<file path="config.mk">
export PLATFORM = sky130hd
export DESIGN_NAME = comp_minmax_track
export DESIGN_NICKNAME = d
export VERILOG_FILES = /design/src/rtl/comp_minmax_track_pkg.sv /design/src/rtl/comp_minmax_track_core.sv /design/src/rtl/comp_minmax_track.sv
export SDC_FILE = /design/constraint.sdc
export NUM_CORES = 1
export LEC_CHECK = 0
export BUFFER_PORTS_ARGS = -buffer_cell sky130_fd_sc_hd__buf_2
export CAP_MARGIN = 30
export CORE_MARGIN = 5
export CORE_UTILIZATION = 54
export CTS_CLUSTER_DIAMETER = 50
export DETAILED_ROUTE_END_ITERATION = 8
export PLACE_DENSITY = 0.91
export SLEW_MARGIN = 20
export SYNTH_ARGS = -nofsm -noshare
export SYNTH_HDL_FRONTEND = slang
export SYNTH_SLANG_ARGS = --single-unit
</file>
<file path="constraint.sdc">
create_clock -name Clk -period 2.46 [get_ports Clk]
set_input_delay 0.246 -clock Clk [delete_from_list [all_inputs] [get_ports Clk]]
set_output_delay 0.246 -clock Clk [all_outputs]
set_load 0.02 [all_outputs]
</file>
<file path="src/rtl/comp_minmax_track_pkg.sv">
// Shared types for the running min/max tracker: FSM encoding and compare-flag layout.
// Pure declarations; no logic, no latency, no flow control.
package comp_minmax_track_pkg;

    typedef enum logic [1:0] {
        ST_EMPTY = 2'd0,
        ST_TRACK = 2'd1,
        ST_DONE  = 2'd2
    } state_t;

    typedef struct packed {
        logic gt;
        logic eq;
        logic lt;
    } flags_t;

    localparam flags_t FLAGS_NONE = '{gt: 1'b0, eq: 1'b0, lt: 1'b0};
    localparam flags_t FLAGS_EQ   = '{gt: 1'b0, eq: 1'b1, lt: 1'b0};

endpackage

</file>
<file path="src/rtl/comp_minmax_track_core.sv">
// Magnitude compare of a against b, both operands sharing one signedness.
// Purely combinational, 0 cycles; no flow control.
module comp_core #(
    parameter int DATAWIDTH = 8,
    parameter int SIGNED    = 1
) (
    input  logic [DATAWIDTH-1:0] a,
    input  logic [DATAWIDTH-1:0] b,
    output logic                 gt,
    output logic                 eq,
    output logic                 lt
);

    // Flipping the sign bit maps two's-complement order onto unsigned order.
    localparam logic [DATAWIDTH-1:0] BIAS = {(SIGNED != 0), {(DATAWIDTH-1){1'b0}}};

    logic [DATAWIDTH-1:0] a_b;
    logic [DATAWIDTH-1:0] b_b;

    assign a_b = a ^ BIAS;
    assign b_b = b ^ BIAS;
    assign gt  = (a_b > b_b);
    assign eq  = (a == b);
    assign lt  = (a_b < b_b);

endmodule

</file>
<file path="src/rtl/comp_minmax_track.sv">
// Running max/min tracker with first-occurrence indices; results registered 1 cycle after accept.
// InReady drops in DONE or during Clr; stream ends on InLast or counter saturation, Clr restarts.
module comp_minmax_track
    import comp_minmax_track_pkg::*;
#(
    parameter int DATAWIDTH = 8,
    parameter int CNTWIDTH  = 8,
    parameter int SIGNED    = 1
) (
    input  logic                 Clk,
    input  logic                 Rst,
    input  logic                 Clr,
    input  logic                 InValid,
    input  logic [DATAWIDTH-1:0] InData,
    input  logic                 InLast,
    output logic                 InReady,
    output logic [DATAWIDTH-1:0] Max,
    output logic [DATAWIDTH-1:0] Min,
    output logic [CNTWIDTH-1:0]  MaxIdx,
    output logic [CNTWIDTH-1:0]  MinIdx,
    output logic [CNTWIDTH-1:0]  Count,
    output logic                 OutValid,
    output logic                 Gt,
    output logic                 Eq,
    output logic                 Lt
);

    localparam logic [CNTWIDTH-1:0] CNT_SAT = '1;

    state_t               state_q;
    state_t               state_d;
    logic                 accept;
    logic [CNTWIDTH-1:0]  count_inc;
    logic                 max_gt, max_eq, max_lt;
    logic                 min_gt, min_eq, min_lt;
    logic                 unused_min_flags;

    comp_core #(.DATAWIDTH(DATAWIDTH), .SIGNED(SIGNED)) u_cmp_max (
        .a  (InData),
        .b  (Max),
        .gt (max_gt),
        .eq (max_eq),
        .lt (max_lt)
    );

    comp_core #(.DATAWIDTH(DATAWIDTH), .SIGNED(SIGNED)) u_cmp_min (
        .a  (InData),
        .b  (Min),
        .gt (min_gt),
        .eq (min_eq),
        .lt (min_lt)
    );

    assign unused_min_flags = &{1'b0, min_gt, min_eq};

    assign InReady   = ~Clr & (state_q != ST_DONE);
    assign accept    = InValid & InReady;
    assign count_inc = Count + 1'b1;

    always_ff @(posedge Clk or negedge Rst) begin
        if (!Rst) begin
            state_q <= ST_EMPTY;
        end else begin
            state_q <= state_d;
        end
    end

    always_comb begin
        state_d = state_q;
        if (Clr) begin
            state_d = ST_EMPTY;
        end else if (accept) begin
            case (state_q)
                ST_EMPTY: state_d = InLast ? ST_DONE : ST_TRACK;
                // Reaching all-ones ends the stream so Count never wraps.
                ST_TRACK: state_d = (InLast || (count_inc == CNT_SAT)) ? ST_DONE : ST_TRACK;
                default:  state_d = state_q;
            endcase
        end
    end

    always_ff @(posedge Clk or negedge Rst) begin
        if (!Rst) begin
            Max          <= '0;
            Min          <= '0;
            MaxIdx       <= '0;
            MinIdx       <= '0;
            Count        <= '0;
            OutValid     <= 1'b0;
            {Gt, Eq, Lt} <= FLAGS_NONE;
        end else if (Clr) begin
            Max          <= '0;
            Min          <= '0;
            MaxIdx       <= '0;
            MinIdx       <= '0;
            Count        <= '0;
            OutValid     <= 1'b0;
            {Gt, Eq, Lt} <= FLAGS_NONE;
        end else begin
            OutValid <= (state_q == ST_DONE);
            if (accept) begin
                Count <= count_inc;
                if (state_q == ST_EMPTY) begin
                    Max          <= InData;
                    Min          <= InData;
                    MaxIdx       <= '0;
                    MinIdx       <= '0;
                    {Gt, Eq, Lt} <= FLAGS_EQ;
                end else begin
                    {Gt, Eq, Lt} <= {max_gt, max_eq, max_lt};
                    // Strict compares: ties keep the earlier index.
                    if (max_gt) begin
                        Max    <= InData;
                        MaxIdx <= Count;
                    end
                    if (min_lt) begin
                        Min    <= InData;
                        MinIdx <= Count;
                    end
                end
            end
        end
    end

endmodule

</file>
### Yosys cells after proc, flatten, opt, wreduce, memory -nomap -nowiden

Cells that the tools add are included.
W data, S select, Z words.

| operators by class | value |
|---|---|
| eq/ne operators | 5 |
| $add $sub $neg | 1 |
| magnitude comparators | 3 |
| div/mod/pow operators | 0 |
| shifts and indexed selects | 0 |
| multiply operators | 0 |
| muxes and demuxes | 33 |
| reduce and logical (&&, ||, !) cells | 9 |
| bitwise logic cells | 6 |

Operators by type and width:

| cell | count |
|---|---|
| $mux W8 | 18 |
| $lt A8 B8 Y1 | 2 |
| $mux W1 | 10 |
| $reduce_bool A3 Y1 | 3 |
| $add A8 B1 Y8 const B | 1 |
| $eq A8 B8 Y1 | 1 |
| $eq A8 B8 Y1 const B | 1 |
| $gt A8 B8 Y1 | 1 |
| $mux W2 | 4 |
| $reduce_and A2 Y1 | 3 |
| $not A1 Y1 | 4 |
| $pmux W2 S2 | 1 |
| $and A1 B1 Y1 | 2 |
| $eq A2 B1 Y1 const B | 1 |
| $eq A2 B2 Y1 const B | 1 |
| $logic_not A2 Y1 | 1 |
| $ne A2 B2 Y1 const B | 1 |
| $reduce_bool A2 Y1 | 1 |
| $logic_or A1 B1 Y1 | 1 |

| word-level totals | value |
|---|---|
| ROM bits | 0 |
| register bits after elaboration | 46 |
| memories kept | 0 |
| memory bits (writable) | 0 |
| output and inout bits | 45 |
| bits in latches | 0 |
| input bits | 13 |

### Depth between registers and ports, before layout

| depth | value |
|---|---|
| depth in word-level cells | 7 |
| mapped depth | 8 |
| depth with buffers taken out | 7 |

### By module

A second synthesis with hierarchy kept.

| second synthesis, totals | value |
|---|---|
| cells, all modules | 247 |
| area, all modules | 2662.6 µm² |

By module, submodules not included:

| module | times used | cells each | sequential area each (µm²) | area each (µm²) |
|---|---|---|---|---|
| comp_minmax_track | 1 | 189 | 1151.1 | 2194.6 |
| comp_core | 2 | 29 | 0.0 | 234.0 |

### Least setup slack after synthesis

OpenSTA, ideal clock, no wires.

| timing | value |
|---|---|
| path kind | flip-flop to flip-flop |
| start point | register Max[3] |
| end point | register MaxIdx[3] |
| arrival | 1902 ps |
| cell stages (with the launch flop) | 9 |
| setup slack | 437 ps |
| library setup time | 121 ps |
| period minus slack after synthesis | 2023 ps |
| required time | 2339 ps |
| path through | dfrtp_1 > inv_1 > ha_1 > and4_1 > and2_4 > a211oi_1 > a221oi_2 > buf_6 > a22o_1 |

| on the way | value |
|---|---|
| longest elaborated chain between the ends | 3 |

RTL lines:

| element | line | RTL |
|---|---|---|
| start: declaration | comp_minmax_track.sv:17 | `output logic [DATAWIDTH-1:0] Max,` |
| start signal: assignment | comp_minmax_track.sv:104 | `Max <= InData;` |
| start signal: assignment | comp_minmax_track.sv:113 | `Max <= InData;` |
| $gt A8 B8 Y1 | comp_minmax_track_core.sv:22 | `assign gt = (a_b > b_b);` |
| $reduce_bool A3 Y1 (no line) | - |  |
| $reduce_and A2 Y1 (no line) | - |  |
| end signal: assignment | comp_minmax_track.sv:114 | `MaxIdx <= Count;` |
| end: declaration | comp_minmax_track.sv:19 | `output logic [CNTWIDTH-1:0] MaxIdx,` |

Every way passes these cells.
A chain may end at the register's enable or synchronous reset.

### Final worst setup path

| timing | value |
|---|---|
| start point | register Max[7] |
| end point | register MaxIdx[3] |

| on the way | value |
|---|---|
| longest elaborated chain between the ends | 4 |

RTL lines:

| element | line |
|---|---|
| $not A1 Y1 (no line) | - |
| $gt A8 B8 Y1 | comp_minmax_track_core.sv:22 |
| $reduce_bool A3 Y1 (no line) | - |
| $reduce_and A2 Y1 (no line) | - |

Every way passes these cells.

==> results.ini <==
[timing]
setup_violations = 0
slew-limit-headroom_pct = 56.37
finClkSkew_ps = 3.544
post-route-period-util_pct = 90.67
setup_tns_ps = 0
drv_slew = 0
max_slew.worst_pin.slew_ps = 650.1
rsz0062_at_grt = false
fin_crit_ps = 2231
hold_violations = 0
max_freq_ghz = 0.4483

[critical_path]
crit_path_max_incr_delay_ps = 580
cp_max_fo = 12
cp_slowest_cell = a221oi_4
cp.required_ps = 2710
crit_path_cell_trace = ha_1 > and4_4 > and2_4 > a211oi_1 > a221oi_4 > a22o_1
cp_top_family = compound AO/OA/AOI/OAI gates
worstSetupEndpointType = register
cp_num_buf_inv = 0
cp-start-kind = register
cp_data_arrival_time_ps = 2480
critical_path_class = reg2reg

[final_layout]
nNetsFinal = 330
area_delta_synth_final_pct = 17.35
insertedDiodeCount = 0
final_layout_size_suffix_gt1_share_pct = 28.90
finish.utilization_pct = 64.35

[floorplan]
start_util_pct = 54.84
fp.dieW_um = 78.57
boundaryPins = 58
die_h_um = 78.57
core-area_um2 = 4629
rows = 25
die-area_um2 = 6172

[clock_tree]
cts_tree = yes
numCtsBuffers = 5
clock_latency_ps = 300
post-cts-setup-buffers = 0
clockBufferDepth = 2
cts_root_buf = clkbuf_8
cts_htree_levels = 2
clkTransAtPathRegs_ps = 90
cts.sinks = 46

[synth]
async_reset_ff_share_pct = 100.0
synth_top_area_cell = dfrtp_1
yosysSeqAreaShare_pct = 45.34
ys_seq_elements = 46
synth_area_leaders = dfrtp_1 45%, ha_1 8.4%, a22o_1 6.2%
synth_cell_types = 49
yosys_warnings = 0
syn_area_um2 = 2539
syn_area_per_cell_um2 = 10.45
synth_top_cell_area_share_pct = 45.34
synthMostInstantiatedCell = dfrtp_1
syn_inst = 243
synth-edff-count = 0
syn_nets = 273
yosys-top-cells-count = 46 x dfrtp_1, 20 x inv_1, 18 x a22o_1
synth_ff_type = dfrtp_1

[hold_path]
hold_path_class = in2reg

[grt]
grt_pass1_vias = 2128
grt_overflow_total = 0
grt_pass1_wl_mm = 10.42
use_met3_pct = 3.440
busiest_layer = met2
antenna_found_initial = 0
grt_max_degree = 25
use_met1_pct = 27.85
grt_usage_pct = 21.22
met2_usage_pct = 34.21

[outcome]
outcome = completed

[placed_design]
dp_hpwl_mm = 4.740
port_buffers = 57
gp_congestion = 0.9053

[route]
ant_nets = 0
vias_per_cell = 6.124
vias = 2174
routedWlPerCell_um = 18.08
drc_errors = 0
routed_wl_mm = 6.420
drt_iter0_drc = 215
firstDrtPassIters = 6

[power]
power.leakage_nw = 1.515
powerDensity_nw_per_um2 = 549.0
ir_drop_mv = 0.2288

[flow_run]
cap_violations = 0

## area by class of cell
cell class              count  area, µm²
fillers                   354       1650
multi-input cells         165       1246
flip-flops and latches     46       1151
repair buffers             62      345.3
inverters                  20      75.07
clock buffers               5      68.82
well taps                  54      67.56
clock inverters             3      25.02
## power by group
group,total (mW),switching (mW),internal (mW)
combinational,0.337,0.219,0.119
sequential,0.818,0.0333,0.784
clock,0.481,0.275,0.205
total,1.64,0.527,1.11
## cells in the final DEF (no fill, tap or decap), types with 2 or more instances in the layout
| cell | Yosys | final |
|---|---|---|
| o21ai_1 | 3 | 3 |
| o21ai_0 | 2 | 2 |
| xor2_1 | 4 | 4 |
| nand2_1 | 17 | 17 |
| a22o_2 | 2 | 2 |
| inv_1 | 20 | 20 |
| and3_1 | 6 | 6 |
| a21oi_1 | 12 | 12 |
| buf_4 | 4 | 3 |
| a32o_1 | 8 | 8 |
| xnor2_1 | 5 | 5 |
| a22o_1 | 18 | 18 |
| dfrtp_1 | 46 | 46 |
| ha_1 | 17 | 17 |
| nor3_1 | 3 | 3 |
| a211oi_1 | 2 | 2 |
| nand3_1 | 10 | 10 |
| nor2b_1 | 2 | 2 |
| o31ai_1 | 2 | 2 |
| clkbuf_8 | 0 | 5 |
| nor2_1 | 17 | 17 |
| a21o_2 | 2 | 2 |
| o2111ai_1 | 3 | 3 |
| nand4_1 | 2 | 2 |
| a21o_1 | 2 | 2 |
| nor3b_1 | 2 | 2 |
| a31oi_1 | 4 | 4 |
| buf_2 | 2 | 57 |
| nor2_2 | 2 | 2 |
## through the flow
stage	instance area (µm²)	instances	setup WS, ps	total power, mW	hold slack [ps]
3_5_place_dp	2864	346	12.74	1.156	277.3
5_1_grt	2979	355	100.2	1.701	193.7
6_report	2979	355	229.4	1.636	197.0
3_3_place_gp	2836	345	143.2	1.136	456.6
4_1_cts	2968	355	17.37	1.635	187.9
2_1_floorplan	2539	243	436.9	1.043	-49.59
## cell families (layout without fill, tap and decap cells)
kind of cell	Yosys count	after routing	share of synthesized area, %
XOR/XNOR	9	9	3.105
buffers and inverters	32	90	6.013
flip-flops	46	46	45.34
AO/OA/AOI/OAI	70	70	22.82
AND/OR/NAND/NOR	69	69	14.34
adder cells (fa/ha/maj)	17	17	8.378
## final timing paths
path	from	to	slack (ps)	cells after the start
max	Max[7]	MaxIdx[3]	230	6
min	InData[7]	Min[7]	200	2
max reg2reg	Max[7]	MaxIdx[3]	230	6
min reg2reg	MinIdx[3]	MinIdx[3]	500	1
max in group asynchronous	Rst	Count[6]	1490	3
min in group asynchronous	Rst	Min[2]	460	2
## sequential cells by signal, indices dropped and copies added, names as in the netlist
register,flops
Count,8
MaxIdx,8
Max,8
MinIdx,8
Min,8
state_q,2
Eq,1
Gt,1
Lt,1
OutValid,1
## repair_timing
action / in CTS / in global routing
gates resized for setup: 0 / 1
hold buffers: 1 / 0
endpoints found under the hold margin: 23 / 0
setup endpoints to repair: 0 / 12
## layer usage
metal,vias up,routed length (µm)
met5,-,0
met4,0,130
met3,13,425
met2,105,3236
met1,1046,2627
li1,1010,-
Note: power is estimated with default switching activity, not from simulation.
